$ cat src/rtl/hist_frame_ctrl.sv
// hist_frame_ctrl: frame sequencer for hist_enhance (control packet, pixel gating, end-of-frame ack, timeout)
//   cfg_width/cfg_height/cfg_valid : pending frame size
//   start/cont                     : single-shot request / continuous mode
//   up_*                           : upstream pixel stream
//   ctl_*                          : enhancer control packet {width, height, 4'h0}
//   pix_*                          : gated pixel stream to enhancer sink
//   done_valid                     : enhancer end-of-frame acknowledge
//   busy/frame_done/frame_cnt/err  : status
module hist_frame_ctrl #(
  parameter int W = 512,
  parameter int H = 512,
  parameter int BITWIDTH = 18,
  parameter int TMO = 4096
) (
  input  logic        clk,
  input  logic        rst,
  input  logic [15:0] cfg_width,
  input  logic [15:0] cfg_height,
  input  logic        cfg_valid,
  input  logic        start,
  input  logic        cont,
  input  logic [7:0]  up_data,
  input  logic        up_valid,
  output logic        up_ready,
  output logic [35:0] ctl_data,
  output logic        ctl_valid,
  output logic [7:0]  pix_data,
  output logic        pix_valid,
  input  logic        pix_ready,
  input  logic        done_valid,
  output logic        busy,
  output logic        frame_done,
  output logic [15:0] frame_cnt,
  output logic        err
);
  typedef enum logic [1:0] {IDLE, CFG, STREAM, DRAIN} state_t;
  state_t state, state_n;
  logic [15:0] pw, ph, aw, ah, col, row;
  logic [31:0] tcnt, prod;
  logic [35:0] ctl_q;
  logic bad, xfer, last, tmo, col_end;
  always_comb begin
    prod = 32'(pw) * 32'(ph);
    bad = pw == '0 || ph == '0 || prod > (32'd1 << BITWIDTH);
    xfer = state == STREAM && up_valid && pix_ready;
    col_end = col == aw - 16'd1;
    last = xfer && col_end && row == ah - 16'd1;
    tmo = state == DRAIN && !done_valid && tcnt == 32'(TMO - 1);
    state_n = state == IDLE   ? (start ? CFG : IDLE) :
              state == CFG    ? (bad ? IDLE : STREAM) :
              state == STREAM ? (last ? DRAIN : STREAM) :
              done_valid      ? (cont ? CFG : IDLE) :
              tmo             ? IDLE : DRAIN;
    up_ready = state == STREAM && pix_ready;
    pix_valid = state == STREAM && up_valid;
    pix_data = up_data;
    ctl_valid = state == CFG && !bad;
    // the packet is live only during CFG; otherwise the last issued packet is held
    ctl_data = ctl_valid ? {pw, ph, 4'h0} : ctl_q;
    err = (state == CFG && bad) || tmo;
    busy = state != IDLE;
  end
  always_ff @(posedge clk or posedge rst) begin
    if (rst) begin
      state <= IDLE;
      pw <= 16'(W);
      ph <= 16'(H);
      aw <= '0;
      ah <= '0;
      col <= '0;
      row <= '0;
      tcnt <= '0;
      ctl_q <= '0;
      frame_done <= 1'b0;
      frame_cnt <= '0;
    end else begin
      state <= state_n;
      if (cfg_valid) begin
        pw <= cfg_width;
        ph <= cfg_height;
      end
      if (state == CFG) begin
        aw <= pw;
        ah <= ph;
        col <= '0;
        row <= '0;
      end else if (xfer) begin
        col <= col_end ? '0 : col + 16'd1;
        row <= col_end ? row + 16'd1 : row;
      end
      if (ctl_valid) ctl_q <= ctl_data;
      // zero everywhere outside DRAIN, so it starts from 0 on DRAIN entry
      tcnt <= state == DRAIN ? tcnt + 32'd1 : '0;
      frame_done <= state == DRAIN && done_valid;
      if (state == DRAIN && done_valid) frame_cnt <= frame_cnt + 16'd1;
    end
  end
endmodule

$ cat config.mk
export PLATFORM = sky130hd
export DESIGN_NAME = hist_frame_ctrl
export DESIGN_NICKNAME = d
export VERILOG_FILES = /design/src/rtl/hist_frame_ctrl.sv
export SDC_FILE = /design/constraint.sdc
export NUM_CORES = 1
export LEC_CHECK = 0
export ABC_AREA = 1
export BUFFER_PORTS_ARGS = -buffer_cell sky130_fd_sc_hd__buf_2
export CORE_UTILIZATION = 58
export DETAILED_ROUTE_END_ITERATION = 16
export GPL_TIMING_DRIVEN = 0
export PLACE_DENSITY = 0.77
export SLEW_MARGIN = 20
export SYNTH_ARGS = -nofsm -noshare
export SYNTH_HDL_FRONTEND = slang
export SYNTH_SLANG_ARGS = --single-unit
$ cat constraint.sdc
create_clock -name clk -period 15 [get_ports clk]
set_input_delay 1.5 -clock clk [delete_from_list [all_inputs] [get_ports clk]]
set_output_delay 1.5 -clock clk [all_outputs]
set_load 0.005 [all_outputs]
Yosys cells after proc, flatten, opt, wreduce, memory -nomap -nowiden. Index checks and enable logic that the tools add are counted.

Divide/modulo/power cells: 0. Equal/unequal tests: 6. Reduce and logical (&&, ||, !) cells: 22. $lt $le $gt $ge: 1. Mux-type cells: 17. Bitwise logic cells: 0. $mul: 1. Shifts and indexed selects: 0. Add/subtract/negate cells: 6.

Operators by type and width (number): $mux W16 (6); $add A16 B1 Y16 const B (3); $mux W36 (1); $add A32 B1 Y32 const B (1); $eq A16 B16 Y1 (2); $eq A32 B12 Y1 const B (1); $gt A32 B19 Y1 const B (1); $logic_not A16 Y1 (2); $mul A16 B16 Y32 (1); $mux W32 (1); $sub A16 B1 Y16 const B (2); $mux W2 (6); $logic_and A1 B1 Y1 (10); $reduce_bool A2 Y1 (3); $eq A2 B2 Y1 const B (2); $logic_or A1 B1 Y1 (3); $mux W1 (3); $eq A2 B1 Y1 const B (1); $logic_not A1 Y1 (2); $logic_not A2 Y1 (1); $reduce_and A2 Y1 (1).

Logic and storage cells: 64. Memory bits (writable): 0. Register bits: 183. Bits of input ports: 48. Latch bits: 0. ROM bits: 0. Memories: 0. Output and inout bits: 66.

Longest topological paths before layout.
Depth in word-level cells: 9. Depth in mapped cells: 36. Gate-level depth less buffers: 33.

Least setup slack after synthesis. OpenSTA, ideal clock, no wires.

Path type: register -> output. From: reg ph[9]. To: out ctl_data[10]. Required time: 13500 ps. Stages on the path, launching flop included: 32. Path buffers: 3. Slack: 7287 ps. Arrival: 6213 ps. Cells stage by stage: dfstp_2 -> clkbuf_1 -> buf_1 -> nand2_1 -> fa_1 -> inv_1 -> fa_1 -> inv_1 -> fa_1 -> inv_1 -> fa_1 -> fa_1 -> inv_1 -> fa_1 -> inv_1 -> ha_1 -> nand2_1 -> nor2_2 -> inv_2 -> nor2_1 -> nand2_1 -> nand3_1 -> nand2_1 -> clkinv_1 -> nand3_1 -> nor2_2 -> nand2_2 -> nor2_4 -> nand3_4 -> buf_6 -> nand2_2 -> nand2_1.

Cells in the longest elaborated chain, start to end: 6. Elaborated cells between the ends (all ways): 8. Classes of those cells: mul: 1; order compare: 1; mux: 1; reduce/logical: 5.

Ends and longest elaborated chain: start: declaration (RTL line 38) `logic [15:0] pw, ph, aw, ah, col, row;`; start signal: assignment (RTL line 67) `ph <= 16'(H);`; start signal: assignment (RTL line 80) `ph <= cfg_height;`; $mul A16 B16 Y32 or $logic_not A16 Y1 (tied branches) (RTL line 43, 44); $gt A32 B19 Y1 or $logic_or A1 B1 Y1 (tied branches) (RTL line 44) `bad = pw == '0 || ph == '0 || prod > (32'd1 << BITWIDTH);`; $logic_or A1 B1 Y1 * (RTL line 44); $logic_not A1 Y1 * (RTL line 57) `ctl_valid = state == CFG && !bad;`; $logic_and A1 B1 Y1 * (RTL line 57); $mux W36 * (RTL line 59) `ctl_data = ctl_valid ? {pw, ph, 4'h0} : ctl_q;`; end: declaration (RTL line 25) `output logic [35:0] ctl_data,`.

Every way passes the cells marked *; elsewhere a longest branch is shown, timed or not.

Final worst setup path.
From: reg pw[9]. To: out ctl_data[11].

Cells in the longest elaborated chain, start to end: 6. Elaborated cells between the ends (all ways): 8. Classes of those cells: mul: 1; order compare: 1; mux: 1; reduce/logical: 5.

Ends and longest elaborated chain: start: declaration (RTL line 38); start signal: assignment (RTL line 66) `pw <= 16'(W);`; start signal: assignment (RTL line 79) `pw <= cfg_width;`; $mul A16 B16 Y32 or $logic_not A16 Y1 (tied branches) (RTL line 43, 44); $gt A32 B19 Y1 or $logic_or A1 B1 Y1 (tied branches) (RTL line 44); $logic_or A1 B1 Y1 * (RTL line 44); $logic_not A1 Y1 * (RTL line 57); $logic_and A1 B1 Y1 * (RTL line 57); $mux W36 * (RTL line 59).

Marked as above.

==> impl_metrics.tcl <==
set metrics [dict create \
    status "complete, no violations" \
    postSynthAreaPerCell_um2 7.33 \
    post-route-drc-count 0 \
    worst_setup_path_end_kind "output pin" \
    cts_inserted_buffers 17 \
    gp_congestion 0.958 \
    drt_initial_violations 1229 \
    cell_pwr_density_nw_per_um2 227 \
    wl_per_cell_um 15.6 \
    whs_path_depth 2 \
    final.setup.tns_ns 0 \
    final.setup_skew_ns 0.00737 \
    critPathMaxStageDelay_ns 0.60 \
    area_taken_by_multi_input_logic_gates_um2 12000 \
    post_synth_inst_count 2623 \
    cell_count_after_placement 3170 \
    postSynthNetCount 2975 \
    yosys_reg_bits 183 \
    slew_headroom 0.285 \
    post-dp-hpwl_um 40600 \
    cts_setup_buffers 0 \
    n_fill_cell 2908 \
    total_number_of_yosys_warnings 0 \
    grt.overflow.total 0 \
    first_global_vias 16800 \
    worstPathArrival_ns 8.17 \
    areaGrowthSynthToFinish_pct 8.65 \
    cts.hold.buffers_added 0 \
    netSwitchingFraction 0.565 \
    total_switching_power_uw 2680 \
    timing.setup.critical_path_class "register to output pin" \
    final_min_period_over_clock_period 0.644 \
    h-tree-depth 4 \
    max_slew.worst_pin.slew_ns 1.07 \
    ir_worst_vdd_v 0.000396 \
    cts.root.buffer_cell "sky130_fd_sc_hd__clkbuf_16" \
    timing.final.crit_period_ns 9.67 \
    clkSinkCount 183 \
    largest_net_degree_at_the_start_of_global_routing 99 \
    floorplan.initialDensity 0.589 \
    synth_cell_types 50 \
    critPathLaunchType "register" \
    p_clk_frac 0.090 \
    dominantRegCellSynth "sky130_fd_sc_hd__dfrtp_1" \
    finalInstanceArea_um2 20900 \
    setup_viol 0 \
    sequential_share_of_the_synthesized_area 0.238 \
    antenna_violating_nets_post_route 0 \
    coreArea_um2 32600 \
    critical_path.reg2reg.startpoint "pw[9]$_DFFE_PP1P_" \
    die_area_um2 33900 \
    synthArstFlopShare 1.00 \
    post_route_cells_drive_above_1_share 0.0833 \
    top_level_ports 114 \
    globalRouteTotalUtil 0.313 \
    io_buffer_count 104 \
    cp.required_ns 13.50 \
    worst_skew_pair.late_latency_ns 0.45 \
    r2r.worst_path.cells 27 \
    final_hold_viol_count 0 \
    post_synth_instance_area_um2 19200 \
    register_cell_area_after_layout_um2 4580 \
    clk_transition_reported_paths_ns 0.07 \
    final_nets 3099 \
    synth-edff-count 0 \
    grt_antenna_before_repair 0 \
    placementRows 66 \
    final_instance_count_excl_fillers 3202 \
    post_cts_resized 0 \
    p_leak_uw 0.0121 \
    fraction_of_the_core_area_covered_by_cells_at_the_end_of_the_flow 0.641 \
    drt-vias-per-instance 5.28 \
    min_from "ctl_q[1]$_DFFE_PP0P_" \
    wire_length_of_the_first_global_routing_pass_um 82800 \
    num_antenna_cells 0 \
    drtPass1Iterations 5 \
    rsz_0062_raised_after_global_routing "false" \
    finalMaxSlewViolations 0 \
    routed_wirelength_um 50000 \
    dpl-instance-area_um2 20300 \
    power.internal_uw 2060 \
    max_cap_viol_count 0 \
    worst-path-max-fanout 10 \
    clock_tree.buffer_depth 2 \
    p_comb_frac 0.778 \
    hold_class "register to register" \
    die_width_um 184 \
    achievable-frequency_mhz 103 \
    timing.critical_path.slowest_stage_cell "sky130_fd_sc_hd__fa_1" \
    tritoncts "yes" \
    count_of_vias_placed_by_the_detailed_router 16900 \
    power.sequential.fraction 0.132 \
    die_height_um 184 \
    cp-startpoint "pw[9]$_DFFE_PP1P_" \
]
## layer usage
metal / up-vias / share of wire / wire length, µm / track usage
met3: 129 / 0.063 / 3150 / 0.0416
li1: 8100 / - / - / -
met1: 8071 / 0.40 / 19800 / 0.387
met4: 0 / 0.042 / 2090 / 0.139
met2: 621 / 0.50 / 24900 / 0.546
met5: - / 0 / 0 / 0
## through the flow
| step | setup slack, ns | total power, µW | hold slack, ns |
|---|---|---|---|
| global placement | 5.92 | 4220 | 0.444 |
| detailed placement | 5.91 | 4300 | 0.448 |
| finish | 5.33 | 4740 | 0.460 |
| CTS | 5.41 | 4740 | 0.466 |
| global route | 5.01 | 5300 | 0.485 |
| floorplan | 7.29 | 3420 | 0.431 |
## layout make-up
type / count / area share
Clock inverter: 14 / 0.00557
Timing Repair Buffer: 105 / 0.0262
Clock buffer: 18 / 0.0210
Sequential cell: 183 / 0.219
Tap cell: 442 / 0.0265
Buffer: 109 / 0.0231
Multi-Input combinational cell: 1752 / 0.574
Inverter: 579 / 0.104
## cells by family (layout without fill, tap and decap cells)
| logic type | Yosys count | after routing | share of synthesized area |
|---|---|---|---|
| and+or+nand+nor | 1199 | 1199 | 0.264 |
| buffers and inverters | 688 | 825 | 0.138 |
| adders and majority gates | 304 | 304 | 0.274 |
| DFF | 183 | 183 | 0.238 |
| AOI/OAI and AO/OA | 160 | 160 | 0.0457 |
| xor gates and xnor gates | 89 | 89 | 0.0405 |
## cells in the final DEF, fill, tap and decap left out, types with 3 or more instances in the layout
master | netlist | final
sky130_fd_sc_hd__clkbuf_16 | 0 | 17
sky130_fd_sc_hd__nor2_1 | 152 | 152
sky130_fd_sc_hd__o21ai_0 | 89 | 89
sky130_fd_sc_hd__clkbuf_1 | 65 | 65
sky130_fd_sc_hd__dfrtp_1 | 181 | 181
sky130_fd_sc_hd__nand2_1 | 767 | 767
sky130_fd_sc_hd__xnor2_1 | 26 | 26
sky130_fd_sc_hd__fa_1 | 194 | 194
sky130_fd_sc_hd__nand3_1 | 93 | 93
sky130_fd_sc_hd__nand4_1 | 68 | 68
sky130_fd_sc_hd__clkinvlp_4 | 0 | 3
sky130_fd_sc_hd__ha_1 | 110 | 110
sky130_fd_sc_hd__o21bai_1 | 3 | 3
sky130_fd_sc_hd__inv_1 | 564 | 563
sky130_fd_sc_hd__o21a_1 | 4 | 4
sky130_fd_sc_hd__inv_8 | 0 | 3
sky130_fd_sc_hd__nor3b_1 | 4 | 4
sky130_fd_sc_hd__buf_2 | 7 | 111
sky130_fd_sc_hd__nor3_1 | 36 | 36
sky130_fd_sc_hd__inv_2 | 13 | 13
sky130_fd_sc_hd__xor2_1 | 63 | 63
sky130_fd_sc_hd__nor2_2 | 8 | 8
sky130_fd_sc_hd__clkinv_4 | 0 | 3
sky130_fd_sc_hd__a21oi_1 | 45 | 45
sky130_fd_sc_hd__buf_4 | 9 | 9
sky130_fd_sc_hd__nor4_1 | 15 | 15
sky130_fd_sc_hd__nand2_2 | 33 | 33
sky130_fd_sc_hd__buf_1 | 24 | 24
sky130_fd_sc_hd__o22ai_1 | 5 | 5
sky130_fd_sc_hd__inv_6 | 0 | 4
sky130_fd_sc_hd__buf_6 | 4 | 4
sky130_fd_sc_hd__nand3b_1 | 4 | 4
sky130_fd_sc_hd__or2_2 | 10 | 10
## synth_stat cells, drive strengths merged, types with 11 or more instances
library cell  instances  area share
nand2               800        0.16
inv                 577        0.11
fa                  194        0.20
dfrtp               181        0.24
nor2                161       0.033
ha                  110       0.072
nand3                95       0.026
o21ai                91       0.024
nand4                68       0.022
clkbuf               65       0.013
xor2                 63       0.029
a21oi                47       0.013
buf                  44       0.012
nor3                 36      0.0094
xnor2                26       0.012
nor4                 15      0.0049
or2                  11      0.0036
## flip-flops by register name (all words and copies together) (netlist names)
register / cells
tcnt: 32
ctl_q: 36
frame_cnt: 16
ah: 16
ph: 16
row: 16
col: 16
frame_done: 1
state: 2
aw: 16
pw: 16
## final timing paths
kind | slack (ns) | to
worst max-delay path | 5.33 | ctl_data[11]
worst min-delay path | 0.46 | ctl_q[1]$_DFFE_PP0P_
worst max register to register | 7.31 | ctl_q[28]$_DFFE_PP0P_
worst min register to register | 0.46 | ctl_q[1]$_DFFE_PP0P_
max in group asynchronous | 12.95 | frame_cnt[7]$_DFFE_PP0P_
min in group asynchronous | 1.13 | tcnt[1]$_DFF_PP0_
## power groups by stage
stage	Combinational (µW)	Sequential, µW	Clock (µW)
after floorplan	2800	619	0
after CTS	3690	624	433
after detailed placement	3660	633	0
after global placement	3590	629	0
final	3690	626	429
after global routing	4210	635	453
## worst max-delay path, delay by kind of cell (launching register included)
| kind | cells | cell delay (ns) |
|---|---|---|
| AOI/OAI and AO/OA | 1 | 0.37 |
| DFF | 1 | 0.52 |
| buffers and inverters | 7 | 1.65 |
| adders and majority gates | 7 | 3.51 |
| and+or+nand+nor | 13 | 1.68 |
Power figures use the tool's default switching activity.
